==> config.mk <==
export PLATFORM = sky130hd
export DESIGN_NAME = game_state_tx_mux
export DESIGN_NICKNAME = d
export VERILOG_FILES = /design/src/rtl/game_state_tx_mux.sv
export SDC_FILE = /design/constraint.sdc
export NUM_CORES = 1
export LEC_CHECK = 0
export CAP_MARGIN = 20
export CORE_ASPECT_RATIO = 0.8
export CORE_UTILIZATION = 45
export CTS_CLUSTER_SIZE = 30
export DETAILED_ROUTE_END_ITERATION = 6
export HOLD_SLACK_MARGIN = 0.02
export PLACE_DENSITY = 0.71
export SLEW_MARGIN = 20
export SYNTH_ARGS = -nofsm -noshare
export SYNTH_HDL_FRONTEND = slang
export SYNTH_SLANG_ARGS = --single-unit
==> constraint.sdc <==
create_clock -name clk -period 5.5 [get_ports clk]
set_clock_uncertainty 0.15 [all_clocks]
set_input_delay 1.65 -clock clk [delete_from_list [all_inputs] [get_ports clk]]
set_output_delay 1.65 -clock clk [all_outputs]
set_load 0.01 [all_outputs]
==> src/rtl/game_state_tx_mux.sv <==
// Frame sequencer: snapshots game state on a frame trigger and offers five
// tagged 16-bit words, one per converter handshake, to the UART path.
module game_state_tx_mux #(
    parameter int TIMEOUT = 2000000
) (
    input  logic        clk,
    input  logic        rst,
    input  logic        frame_tick,
    input  logic [11:0] pl1_posx,
    input  logic [11:0] pl1_posy,
    input  logic [11:0] ball_posx,
    input  logic [11:0] ball_posy,
    input  logic [3:0]  pl1_score,
    input  logic [3:0]  pl2_score,
    input  logic        flag_point,
    input  logic        end_game,
    input  logic        conv16to8ready,
    input  logic        tx_done,
    output logic [15:0] data,
    output logic        data_valid,
    output logic        busy,
    output logic        overrun,
    output logic        timeout_err
);
    localparam int CW = (TIMEOUT > 1) ? $clog2(TIMEOUT) : 1;
    localparam logic [CW-1:0] TMAX = CW'(TIMEOUT - 1);

    typedef enum logic [1:0] {IDLE, OFFER, WAIT_DONE} state_t;

    state_t          state, state_nxt;
    logic [2:0]      idx, idx_nxt, idx_inc;
    logic            pending, pending_nxt;
    logic [CW-1:0]   tcnt;
    logic            load_snap;
    logic [15:0]     data_nxt, next_word;

    // coherent copy of the game state taken when a frame starts
    logic [11:0]     s_p1x, s_p1y, s_bx, s_by;
    logic [3:0]      s_sc1, s_sc2;
    logic            s_fp, s_eg;

    assign busy       = (state != IDLE);
    assign data_valid = (state == OFFER);
    assign idx_inc    = idx + 3'd1;

    // Word that follows the current index, built from the snapshot only
    always_comb begin
        case (idx_inc)
            3'd1:    next_word = {4'd2, s_p1y};
            3'd2:    next_word = {4'd3, s_bx};
            3'd3:    next_word = {4'd4, s_by};
            default: next_word = {4'd5, s_sc1, s_sc2, 2'b00, s_fp, s_eg};
        endcase
    end

    // Next-state, trigger queuing and pulse outputs
    always_comb begin
        state_nxt   = state;
        idx_nxt     = idx;
        pending_nxt = pending;
        load_snap   = 1'b0;
        data_nxt    = data;
        timeout_err = 1'b0;
        // a tick arriving while one is already queued is always lost
        overrun     = frame_tick & pending;
        case (state)
            IDLE: begin
                if (frame_tick || pending) begin
                    load_snap   = 1'b1;
                    idx_nxt     = 3'd0;
                    pending_nxt = 1'b0;
                    // word 1 comes from the live inputs, identical to the snapshot
                    data_nxt    = {4'd1, pl1_posx};
                    state_nxt   = OFFER;
                end
            end
            OFFER: begin
                if (frame_tick && !pending)
                    pending_nxt = 1'b1;
                if (conv16to8ready)
                    state_nxt = WAIT_DONE;
            end
            WAIT_DONE: begin
                if (frame_tick && !pending)
                    pending_nxt = 1'b1;
                if (tx_done) begin
                    if (idx == 3'd4) begin
                        state_nxt = IDLE;
                    end else begin
                        idx_nxt   = idx_inc;
                        data_nxt  = next_word;
                        state_nxt = OFFER;
                    end
                end else if (tcnt == TMAX) begin
                    timeout_err = 1'b1;
                    pending_nxt = 1'b0;
                    state_nxt   = IDLE;
                end
            end
            default: state_nxt = IDLE;
        endcase
    end

    // State, index, queued trigger and offered word
    always_ff @(posedge clk or negedge rst) begin
        if (!rst) begin
            state   <= IDLE;
            idx     <= 3'd0;
            pending <= 1'b0;
            data    <= 16'd0;
        end else begin
            state   <= state_nxt;
            idx     <= idx_nxt;
            pending <= pending_nxt;
            data    <= data_nxt;
        end
    end

    // Saturating wait counter, held at zero outside WAIT_DONE
    always_ff @(posedge clk or negedge rst) begin
        if (!rst)
            tcnt <= '0;
        else if (state != WAIT_DONE)
            tcnt <= '0;
        else if (tcnt != {CW{1'b1}})
            tcnt <= tcnt + 1'b1;
    end

    // Snapshot registers, loaded only as the frame leaves IDLE
    always_ff @(posedge clk or negedge rst) begin
        if (!rst) begin
            s_p1x <= '0; s_p1y <= '0; s_bx <= '0; s_by <= '0;
            s_sc1 <= '0; s_sc2 <= '0; s_fp <= 1'b0; s_eg <= 1'b0;
        end else if (load_snap) begin
            s_p1x <= pl1_posx;  s_p1y <= pl1_posy;
            s_bx  <= ball_posx; s_by  <= ball_posy;
            s_sc1 <= pl1_score; s_sc2 <= pl2_score;
            s_fp  <= flag_point; s_eg <= end_game;
        end
    end
endmodule

Word level (Yosys, flattened, before mapping)
Index checks and enable logic that the tools add are counted.

storage, ports and cells
  input bits = 63
  word-level logic and storage cells = 67
  output and inout port bits = 20
  register bits after elaboration = 89

cells by class
  reduce and logical (&&, ||, !) cells = 11
  bitwise logic cells = 1
  eq/ne operators = 14
  add/subtract/negate cells = 2
  multiplexer cells = 27

operators with widths
  kind                   count
  $mux 16                3
  $pmux 15 s3            1
  $mux 21                2
  $pmux 16 s2            1
  $add 21x1->21 const B  1
  $eq 21x21->1 const B   1
  $ne 21x21->1 const B   1
  $mux 1                 10
  $ne 2x2->1 const B     5
  $mux 3                 3
  $mux 2                 4
  $eq 3x2->1 const B     2
  $pmux 2 s3             1
  $pmux 3 s2             1
  $reduce_bool 2->1      3
  $reduce_and 4->1       1
  $add 3x1->3 const B    1
  $eq 3x1->1 const B     1
  $eq 3x3->1 const B     1
  $ne 3x3->1 const B     1
  $pmux 1 s3             1
  $reduce_and 3->1       1
  $reduce_bool 3->1      1
  $eq 2x1->1 const B     1
  other kinds (7)        7

Logic depth before layout (Yosys ltp)
  depth after elaboration = 6
  gate-level depth with buffers = 8
  mapped depth without buffers = 6

Least setup slack after synthesis
Ideal clock, no wire load.

  path kind = input to output
  start point = input port tx_done
  end point = output port timeout_err
  data arrival time = 2266 ps
  data required time = 3700 ps
  path buffers = 0
  path slack = 1434 ps
  stages on the path = 2
  path through = nor2b_1 nor4bb_1

on the way
  cells in the longest elaborated chain, start to end = 2

ends and longest elaborated chain
  item         line  RTL
  from (decl)  18    input logic tx_done,
  $mux 1       86    if (tx_done) begin
  $mux 1       66    case (state)
  to (decl)    23    output logic timeout_err

Every way passes these cells.

Final worst setup path
Ends and elaborated chain as after synthesis.

==> impl_metrics.py <==
metrics = {
    "setup_path": {
        "path_common_cell": "clkdlybuf4s50_1",
        "rr_endpoint": "data[6]",
        "crit_fanout": 5,
        "critPathTopFamily": "buffers and inverters",
        "slowest_delay_ns": 0.60,
        "path_buf_inv": 2,
        "worstReg2RegStart": "idx[0]",
        "r2r_cells": 6,
        "start_kind": "input port",
        "critPathKind": "input port to primary output",
        "crit_chain": "clkdlybuf4s50_1 > nor2b_1 > nor4bb_1 > clkdlybuf4s50_1",
        "endpoint_kind": "primary output",
        "reg2reg_slack_ns": 2.78,
        "crit_required_ns": 3.70,
        "arrival_ns": 3.24,
        "slowest_stage": "clkdlybuf4s50_1",
    },
    "global_routing": {
        "grt_pass1_wl_mm": 17.5,
        "grt_max_degree": 63,
        "gr-total-overflow": 0,
        "antenna_found_initial": 0,
        "grt_use_total_pct": 21.6,
        "grt_pass1_vias": 3587,
    },
    "timing": {
        "min_period_ns": 5.04,
        "grt_setup_unrepaired": "false",
        "max_freq_mhz": 199,
        "setup_viol": 0,
        "worstMarginPinSlew_ns": 0.986,
        "relSlewSlack_pct": 34.0,
        "fin_setup_tns_ns": 0,
        "finalCritPeriodShare_pct": 91.6,
        "slew_violations": 0,
        "timing.hold.ws_ns": 0.353,
        "hold_viol_final": 0,
    },
    "yosys": {
        "synth_edf_count": 0,
        "synth_fp_nets": 471,
        "ys.flop_type": "dfrtp_1",
        "seq_area_frac_synth_pct": 49.5,
        "syn_area_um2": 4450,
        "synthArstFlopShare_pct": 100,
        "synth_warnings": 0,
        "ys_ff_latch": 88,
        "ys_types": 52,
        "synthCells": 399,
        "synth_area_per_cell_um2": 11.1,
    },
    "routing": {
        "drt-wirelength-per-cell_um": 17.6,
        "drtAntennaViolNets": 0,
        "firstDrtPassIters": 5,
        "drt_iter0_markers": 145,
        "via_count": 3424,
        "post-route-drc-count": 0,
        "routed_wl_mm": 10.5,
        "vias_per_cell": 5.74,
    },
    "cells_and_area": {
        "drive_gt1_share_pct": 18.9,
        "utilization_pct": 58.8,
        "syn_to_final_growth_pct": 27.1,
        "finalNetCount": 544,
        "num_antenna_cells": 0,
    },
    "pwr": {
        "powerDensity_nw_per_um2": 475,
        "vdd_drop_max_mv": 0.268,
        "p_leak_nw": 2.25,
        "p_total_mw": 2.69,
    },
    "die": {
        "die_height_um": 90.9,
        "io_pins": 83,
        "die-width_um": 113,
        "fp-row-count": 32,
        "die_area_um2": 10300,
        "start_util_pct": 46.3,
        "core_area_um2": 9610,
    },
    "clock_network": {
        "cts_resized": 0,
        "clock_sinks": 88,
        "cts.htree.levels": 3,
        "cts_tree": "done",
        "cts_setup_buffers": 0,
        "cts-root-buf": "clkbuf_16",
        "clk_pin_slew_ns": 0.06,
        "ctsHoldBuffers": 0,
        "cts_inserted_buffers": 9,
        "clkLatencyLatePin_ns": 0.34,
        "cts_buffer_depth": 2,
    },
    "place": {
        "hpwl_mm": 7.25,
        "numPortBuffers": 81,
        "gp_congestion": 0.773,
    },
    "flow_run": {
        "maxCapViolCount": 0,
    },
    "min_path": {
        "holdPathEnd": "s_sc1[3]",
        "min_from": "s_sc1[3]",
        "hold_path_class": "register to register",
        "hold_depth": 1,
    },
    "outcome": {
        "outcome": "finished, final reports clean",
    },
}
==> cell families (layout without fill, tap and decap cells) <==
kind of cell | after synthesis | count (layout) | share of synthesized area [%]
AO/OA/AOI/OAI | 88 | 88 | 13.2
XOR/XNOR | 1 | 1 | 0.197
adder cells (fa/ha/maj) | 9 | 9 | 2.53
buffers and inverters | 34 | 112 | 2.98
flip-flops | 88 | 88 | 49.5
multiplexers | 71 | 71 | 17.7
other | 1 | 1 | 0.0843
AND/OR/NAND/NOR | 107 | 107 | 13.8
==> worst max-delay path by stage <==
stage	startpoint	endpoint	slack, ns	cells after the start
4_1_cts	tx_done	timeout_err	0.47	4
3_5_place_dp	tx_done	timeout_err	0.48	4
3_3_place_gp	tx_done	timeout_err	0.50	4
5_1_grt	tx_done	timeout_err	0.42	4
2_1_floorplan	tx_done	timeout_err	1.43	2
6_report	tx_done	timeout_err	0.46	4
==> power breakdown <==
group / switching, mW / leakage (nW) / internal, mW
clock: 0.259 / 0.128 / 0.321
combinational: 0.479 / 1.03 / 0.591
sequential: 0.139 / 1.09 / 0.898
==> cell usage after synthesis, drive strengths merged, types with 5 or more instances <==
cell type / number / area, um^2
dfrtp: 88 / 2200
mux2: 60 / 676
a21oi: 27 / 135
clkbuf: 19 / 71.3
nand2: 19 / 71.3
nor2: 17 / 63.8
o21ai: 17 / 85.1
a222oi: 12 / 120
nand2b: 12 / 75.1
o21a: 12 / 90.1
mux2i: 11 / 110
inv: 10 / 37.5
nand3: 10 / 50.1
ha: 9 / 113
nand4: 9 / 56.3
nor3: 7 / 35.0
or4: 7 / 56.3
and3: 5 / 31.3
buf: 5 / 23.8
==> final cells by class <==
class / count / area, um^2
Clock buffer: 11 / 243
Clock inverter: 5 / 40.0
Fill cell: 816 / 3960
Inverter: 10 / 37.5
Multi-Input combinational cell: 277 / 2130
Sequential cell: 88 / 2200
Tap cell: 119 / 149
Timing Repair Buffer: 86 / 846
==> cell usage in the layout (no fill, tap or decap), types with 2 or more instances in the layout <==
cell,Yosys,final
dfrtp_1,88,88
clkdlybuf4s50_1,0,80
mux2_2,60,60
a21oi_1,27,27
nand2_1,19,19
nor2_1,17,17
o21ai_0,15,15
nand2b_1,12,12
a222oi_1,12,12
o21a_1,12,12
mux2i_1,11,11
inv_1,10,10
nand3_1,10,10
nand4_1,9,9
ha_1,9,9
clkbuf_16,0,9
or4_1,6,6
buf_4,1,6
nor3_1,7,5
and3_1,5,5
and2_1,3,3
and4_1,3,3
nor2b_1,3,3
o31ai_1,3,3
o2bb2ai_1,3,3
clkinvlp_4,0,3
nor4bb_1,2,2
nor3_2,0,2
o22ai_1,2,2
a21boi_0,2,2
o211ai_1,2,2
==> state kept, by name, indices dropped and copies added (netlist names), 2 cells and up <==
name   count
idx        3
s_p1y     12
s_sc1      4
s_sc2      4
data      15
s_bx      12
tcnt      21
state      2
s_by      12
==> per-layer routing <==
metal,GRT usage [%],wire (um),vias up
li1,-,-,1624
met1,27.8,4700,1711
met2,36.8,5240,82
met3,4.77,444,7
met4,5.92,87,0
met5,0,0,-
==> worst reg2reg max path, delay by kind of cell (launching register included) <==
family                     cells  cell delay, ns
buffers and inverters          1            0.12
muxes                          1            0.39
DFF                            1            0.41
and+or+nand+nor                2            0.59
AOI/OAI and AO/OA              1            0.30
adders and majority gates      1            0.63
==> stage by stage <==
stage	setup slack (ns)	instances	area, um^2
after CTS	0.469	596	5650
after floorplan	1.43	399	4450
after global placement	0.504	580	5360
final	0.463	596	5650
after detailed placement	0.476	580	5370
after global routing	0.417	596	5650
Note: power is estimated with default switching activity, not from simulation.
